File: src/rtl/led_blink_pkg.sv
// rtl/led_blink_pkg.sv - shared types and helpers for the LED blink bank.
package led_blink_pkg;

   typedef enum logic [1:0] {
      MODE_OFF     = 2'd0,
      MODE_ON      = 2'd1,
      MODE_BLINK   = 2'd2,
      MODE_ONESHOT = 2'd3
   } blink_mode_t;

   localparam int PWM_W = 8;

   // Index width that stays at least one bit wide for a single channel.
   function automatic int clog2_min1(input int n);
      return (n <= 2) ? 1 : $clog2(n);
   endfunction

endpackage

File: src/rtl/led_blink_chan.sv
// rtl/led_blink_chan.sv - one LED channel: config registers, tick-driven phase and mode FSM.
// LED_BLINK_BANK_PWM_EN adds a per-channel brightness register.
module led_blink_chan
   import led_blink_pkg::*;
#(
   parameter int CNT_W      = 16,
   parameter int DEF_PERIOD = 1000,
   parameter int DEF_ON     = 500,
   parameter int DEF_MODE   = 2
) (
   input  logic             clk_i,
   input  logic             rst_i,
   input  logic             we_i,
   input  logic [1:0]       mode_i,
   input  logic [CNT_W-1:0] period_i,
   input  logic [CNT_W-1:0] on_i,
`ifdef LED_BLINK_BANK_PWM_EN
   input  logic [PWM_W-1:0] bright_i,
   output logic [PWM_W-1:0] bright_o,
`endif
   input  logic             sync_i,
   input  logic             tick_i,
   output logic             state_o,
   output logic             busy_o
);

   blink_mode_t      mode_q, mode_d;
   logic [CNT_W-1:0] period_q, period_d;
   logic [CNT_W-1:0] on_q, on_d;
   logic [CNT_W-1:0] phase_q, phase_d;
   logic [CNT_W-1:0] last_phase;
   logic             lit;

   always_ff @(posedge clk_i) begin
      if (rst_i) begin
         mode_q   <= blink_mode_t'(2'(DEF_MODE));
         period_q <= CNT_W'(DEF_PERIOD);
         on_q     <= CNT_W'(DEF_ON);
         phase_q  <= '0;
      end else begin
         mode_q   <= mode_d;
         period_q <= period_d;
         on_q     <= on_d;
         phase_q  <= phase_d;
      end
   end

   // A zero period behaves as a period of one tick.
   assign last_phase = (period_q == '0) ? '0 : period_q - CNT_W'(1);

   always_comb begin
      mode_d   = mode_q;
      period_d = period_q;
      on_d     = on_q;
      phase_d  = phase_q;
      if (we_i) begin
         mode_d   = blink_mode_t'(mode_i);
         period_d = period_i;
         on_d     = on_i;
         phase_d  = '0;
      end else begin
         if (mode_q == MODE_ONESHOT && !lit) begin
            mode_d = MODE_OFF;
         end
         if (sync_i) begin
            phase_d = '0;
         end else if (tick_i) begin
            if (mode_q == MODE_ONESHOT) begin
               if (lit) phase_d = phase_q + CNT_W'(1);
            end else begin
               phase_d = (phase_q >= last_phase) ? '0 : phase_q + CNT_W'(1);
            end
         end
      end
   end

   always_comb begin
      lit = 1'b0;
      case (mode_q)
         MODE_ON:                  lit = 1'b1;
         MODE_BLINK, MODE_ONESHOT: lit = (phase_q < on_q);
         default:                  lit = 1'b0;
      endcase
   end

   assign state_o = lit;
   assign busy_o  = (mode_q == MODE_ONESHOT) && lit;

`ifdef LED_BLINK_BANK_PWM_EN
   logic [PWM_W-1:0] bright_q;

   always_ff @(posedge clk_i) begin
      if (rst_i)     bright_q <= '1;
      else if (we_i) bright_q <= bright_i;
   end

   assign bright_o = bright_q;
`endif

endmodule

File: src/rtl/led_blink_bank.sv
// rtl/led_blink_bank.sv - multi-channel LED blinker with shared tick prescaler.
// LED_BLINK_BANK_PWM_EN adds a cfg_bright input and a shared PWM dimming counter.
module led_blink_bank
   import led_blink_pkg::*;
#(
   parameter int  CLK_HZ     = 50000000,
   parameter int  TICK_HZ    = 1000,
   parameter int  CHANNELS   = 4,
   parameter int  CNT_W      = 16,
   parameter int  DEF_PERIOD = 1000,
   parameter int  DEF_ON     = 500,
   parameter int  DEF_MODE   = 2,
   localparam int CH_W       = clog2_min1(CHANNELS)
) (
   input  logic                clk,
   input  logic                rst,
   input  logic                cfg_we,
   input  logic [CH_W-1:0]     cfg_ch,
   input  logic [1:0]          cfg_mode,
   input  logic [CNT_W-1:0]    cfg_period,
   input  logic [CNT_W-1:0]    cfg_on,
`ifdef LED_BLINK_BANK_PWM_EN
   input  logic [PWM_W-1:0]    cfg_bright,
`endif
   input  logic                sync,
   output logic                tick,
   output logic [CHANNELS-1:0] busy,
   output logic [CHANNELS-1:0] led
);

   localparam int DIV   = CLK_HZ / TICK_HZ;
   localparam int PRE_W = clog2_min1(DIV);

   logic [PRE_W-1:0]    pre_q, pre_d;
   logic [CHANNELS-1:0] state;
   logic [CHANNELS-1:0] led_q, led_d;

   assign tick  = (pre_q == PRE_W'(DIV - 1));
   assign pre_d = (sync || tick) ? '0 : pre_q + PRE_W'(1);

   always_ff @(posedge clk) begin
      if (rst) pre_q <= '0;
      else     pre_q <= pre_d;
   end

`ifdef LED_BLINK_BANK_PWM_EN
   logic [PWM_W-1:0] pwm_q;
   logic [PWM_W-1:0] bright [CHANNELS];

   always_ff @(posedge clk) begin
      if (rst) pwm_q <= '0;
      else     pwm_q <= pwm_q + PWM_W'(1);
   end
`endif

   // A channel index match implies cfg_ch < CHANNELS, so out-of-range writes fall through.
   for (genvar i = 0; i < CHANNELS; i++) begin : g_chan
      logic ch_we;
      assign ch_we = cfg_we && (cfg_ch == CH_W'(i));

      led_blink_chan #(
         .CNT_W      (CNT_W),
         .DEF_PERIOD (DEF_PERIOD),
         .DEF_ON     (DEF_ON),
         .DEF_MODE   (DEF_MODE)
      ) u_chan (
         .clk_i    (clk),
         .rst_i    (rst),
         .we_i     (ch_we),
         .mode_i   (cfg_mode),
         .period_i (cfg_period),
         .on_i     (cfg_on),
`ifdef LED_BLINK_BANK_PWM_EN
         .bright_i (cfg_bright),
         .bright_o (bright[i]),
`endif
         .sync_i   (sync),
         .tick_i   (tick),
         .state_o  (state[i]),
         .busy_o   (busy[i])
      );
   end

   always_comb begin
      led_d = state;
`ifdef LED_BLINK_BANK_PWM_EN
      for (int i = 0; i < CHANNELS; i++) begin
         led_d[i] = state[i] && ((bright[i] == '1) || (pwm_q < bright[i]));
      end
`endif
   end

   always_ff @(posedge clk) begin
      if (rst) led_q <= '0;
      else     led_q <= led_d;
   end

   assign led = led_q;

endmodule
File: config.mk
export PLATFORM = sky130hd
export DESIGN_NAME = led_blink_bank
export DESIGN_NICKNAME = d
export VERILOG_FILES = /design/src/rtl/led_blink_pkg.sv /design/src/rtl/led_blink_chan.sv /design/src/rtl/led_blink_bank.sv
export SDC_FILE = /design/constraint.sdc
export NUM_CORES = 1
export LEC_CHECK = 0
export ABC_CLOCK_PERIOD_IN_PS = 6350
export BUFFER_PORTS_ARGS = -buffer_cell sky130_fd_sc_hd__buf_2
export CAP_MARGIN = 20
export CORE_MARGIN = 1
export CORE_UTILIZATION = 55
export CTS_BUF_LIST = sky130_fd_sc_hd__clkbuf_8
export DETAILED_ROUTE_END_ITERATION = 12
export GPL_TIMING_DRIVEN = 0
export PLACE_DENSITY = 0.77
export REMOVE_ABC_BUFFERS = 1
export SKIP_CTS_REPAIR_TIMING = 1
export SLEW_MARGIN = 20
export SYNTH_ARGS = -nofsm -noshare
export SYNTH_HDL_FRONTEND = slang
export SYNTH_SLANG_ARGS = --single-unit
File: constraint.sdc
create_clock -name clk -period 6.35 [get_ports clk]
set_input_delay 0.635 -clock clk [delete_from_list [all_inputs] [get_ports clk]]
set_output_delay 0.635 -clock clk [all_outputs]
set_load 0.01 [all_outputs]
==> flow_summary.toml <==
[power_and_ir_drop]
combPwrFrac_pct = 8.8
power.density_mw_per_mm2 = 206
pwr-share-clk_pct = 41.7
p_leak_nw = 6.01
switching_share_pct = 26.6
power.internal_mw = 2.15
peakVddDrop_mv = 0.179
sequentialPowerShare_pct = 49.5
switching_power_uw = 777

[die]
die_x_um = 156
rows = 55
coreArea_mm2 = 0.0229
initial_utilization_pct = 56.8
die_h_um = 156
die_area_mm2 = 0.0243
io_pins = 49

[route]
drtIter0Drc = 685
ant_nets = 0
viasPerCell = 5.75
wl_per_cell_um = 16.7
first_pass_iters = 7
drcViolationCount = 0
route.vias.total = 11600
wl_um = 33700

[sta]
hold_viol_final = 0
fin_crit_ps = 4380
hold_ws_ps = 327
fmax_mhz = 229
rsz0062_at_grt = "no"
drv_slew = 0
tns_ps = 0
finalClockSkew_ps = 34.4
min_period_over_period_pct = 68.9
slew_headroom_pct = 22.9
tightest_slew_ps = 1150
final-setup-viol-count = 0

[critical_path]
path_class = "reg -> reg"
arrival_ps = 4750
cp-startpoint = "g_chan[1].u_chan.period_q[6]$_SDFFE_PP1P_"
required_ps = 6730
rr_startpoint = "g_chan[1].u_chan.period_q[6]$_SDFFE_PP1P_"
r2r_cells = 14
end_kind = "flop"
startpoint_type = "flop"
crit_fanout = 15

[layout]
syn_to_final_growth_pct = 9.22
final_common_cell = "nand2_1"
mostFrequentLayoutCells = "349 x nand2_1, 220 x dfxtp_1, 147 x a21oi_1"
final_nets = 1869
drive_above_1_share_pct = 7.41
antennaDiodeCount = 0
fill_cells = 2026

[clocking]
htree_num_levels = 2
clkLatencyLatePin_ps = 550
cts_tree = "built"
clk_pin_slew_worst_paths_ps = 60
cts-buffers-inserted = 38
cts.sinks = 220
root_buffer = "clkbuf_8"
cts_buffer_depth = 3

[logic_synthesis]
yosysUniqueCellTypes = 69
synth_edf_count = 0
synth-seq-cells = 220
async_flop_share_pct = 0
synth_area_leaders = "dfxtp_1 34%, ha_1 13%, nand2_1 10%"
synthFlopType = "dfxtp_1"
yosysWarnings = 0
netlist_area_mm2 = 0.0130
synth_top_cell_area_share_pct = 33.9
synthCells = 1664
synth.avg_cell_area_um2 = 7.82
synth.yosys.seq_area_share_pct = 33.9
synth_top_area_cell = "dfxtp_1"

[global_routing]
grt_max_degree = 103
antenna_found_initial = 0
grt_pass1_wl_um = 54300
gr-total-overflow = 0
grt_pass1_vias = 10900
grt_usage_pct = 28.2

[run_status]
status = "completed"

[place]
routabilityCongestion = 0.866
dp_hpwl_um = 24200
port_buffers = 48

[min_path]
min_from = "sync"
hold_class = "in -> reg"
hold_depth = 2

[job]
drv_cap = 0
power by group through the flow:
| stage | registers (mW) | logic [mW] | clock network (mW) |
|---|---|---|---|
| 6_report | 1.45 | 0.258 | 1.22 |
| 5_1_grt | 1.45 | 0.288 | 1.30 |
| 4_1_cts | 1.45 | 0.255 | 1.24 |
| 3_5_place_dp | 1.48 | 0.254 | 0 |
| 3_3_place_gp | 1.47 | 0.241 | 0 |
| 2_1_floorplan | 1.47 | 0.149 | 0 |
path summary, 6_finish.rpt:
| check | endpoint | slack, ps |
|---|---|---|
| worst min-delay path | pre_q[2]$_SDFF_PP0_ | 330 |
| worst max register to register | g_chan[1].u_chan.phase_q[3]$_SDFFE_PP0P_ | 1970 |
| worst max-delay path | g_chan[1].u_chan.phase_q[3]$_SDFFE_PP0P_ | 1970 |
| worst min register to register | pre_q[0]$_SDFF_PP0_ | 450 |
metal layers:
metal | vias to the layer above | track usage (%) | share of wire [%]
li1 | 5796 | - | -
met1 | 5424 | 37.0 | 45
met2 | 347 | 44.9 | 43
met3 | 82 | 4.75 | 7.0
met4 | 0 | 13.8 | 4.7
met5 | - | 0 | 0
synth_stat cells, types with 27 or more instances:
cell,n
dfxtp_1,220
xor2_1,42
ha_1,137
and3_1,27
nand2_1,349
xnor2_1,60
nand3_1,39
nor2_1,116
o21ai_0,40
nor3_1,55
clkbuf_1,57
a21oi_1,147
inv_1,94
worst max-delay path, cell delays in order, from the launching register on:
cell and delay [ps]:
dfxtp_1 370, or4_1 610, nor4_1 290, nand2b_1 130, nor2_1 170, nand4b_1 420, and2_1 350, ha_1 260
nand2b_1 100, a21o_1 110, a21o_1 110, a221o_1 140, a31oi_1 120, o21bai_1 910, nor2_1 110
cell type report:
| cell class | instances | area, um2 | area share, % |
|---|---|---|---|
| sequential | 220 | 4400 | 31.0 |
| clock inverter | 16 | 73.8 | 0.520 |
| timing repair buffer | 57 | 362 | 2.55 |
| tap | 313 | 392 | 2.76 |
| clock buffer | 45 | 619 | 4.36 |
| multi-input combinational | 1281 | 8000 | 56.3 |
| inverter | 94 | 353 | 2.48 |
kinds of logic (layout without fill, tap and decap cells):
logic type      after synthesis  count (layout)  share of synthesized area, %
flops                       220             220                          33.9
fa+ha+maj                   137             137                          13.2
xor+xnor                    102             102                          6.87
simple gates                743             743                          26.9
compound gates              295             295                          14.0
mux                           4               4                         0.308
buf+inv                     163             212                          4.92
sequential cells by signal, indices dropped and copies added, names as in the netlist:
register / cells
g_chan.u_chan.period_q: 64
g_chan.u_chan.on_q: 64
pre_q: 16
g_chan.u_chan.phase_q: 64
g_chan.u_chan.mode_q: 8
led: 4
stage by stage:
stage	util, %	instances	area, um2	worst slack [ps]	power (mW)
after detailed placement	58.9	1965	13500	2070	1.73
after global routing	62.0	2026	14200	1540	3.04
after floorplan	-	1595	12700	2620	1.62
after global placement	58.3	1956	13400	1710	1.72
final	62.0	2026	14200	1970	2.93
after CTS	62.0	2026	14200	2030	2.94
No activity file was read; power rests on OpenSTA's default activity.
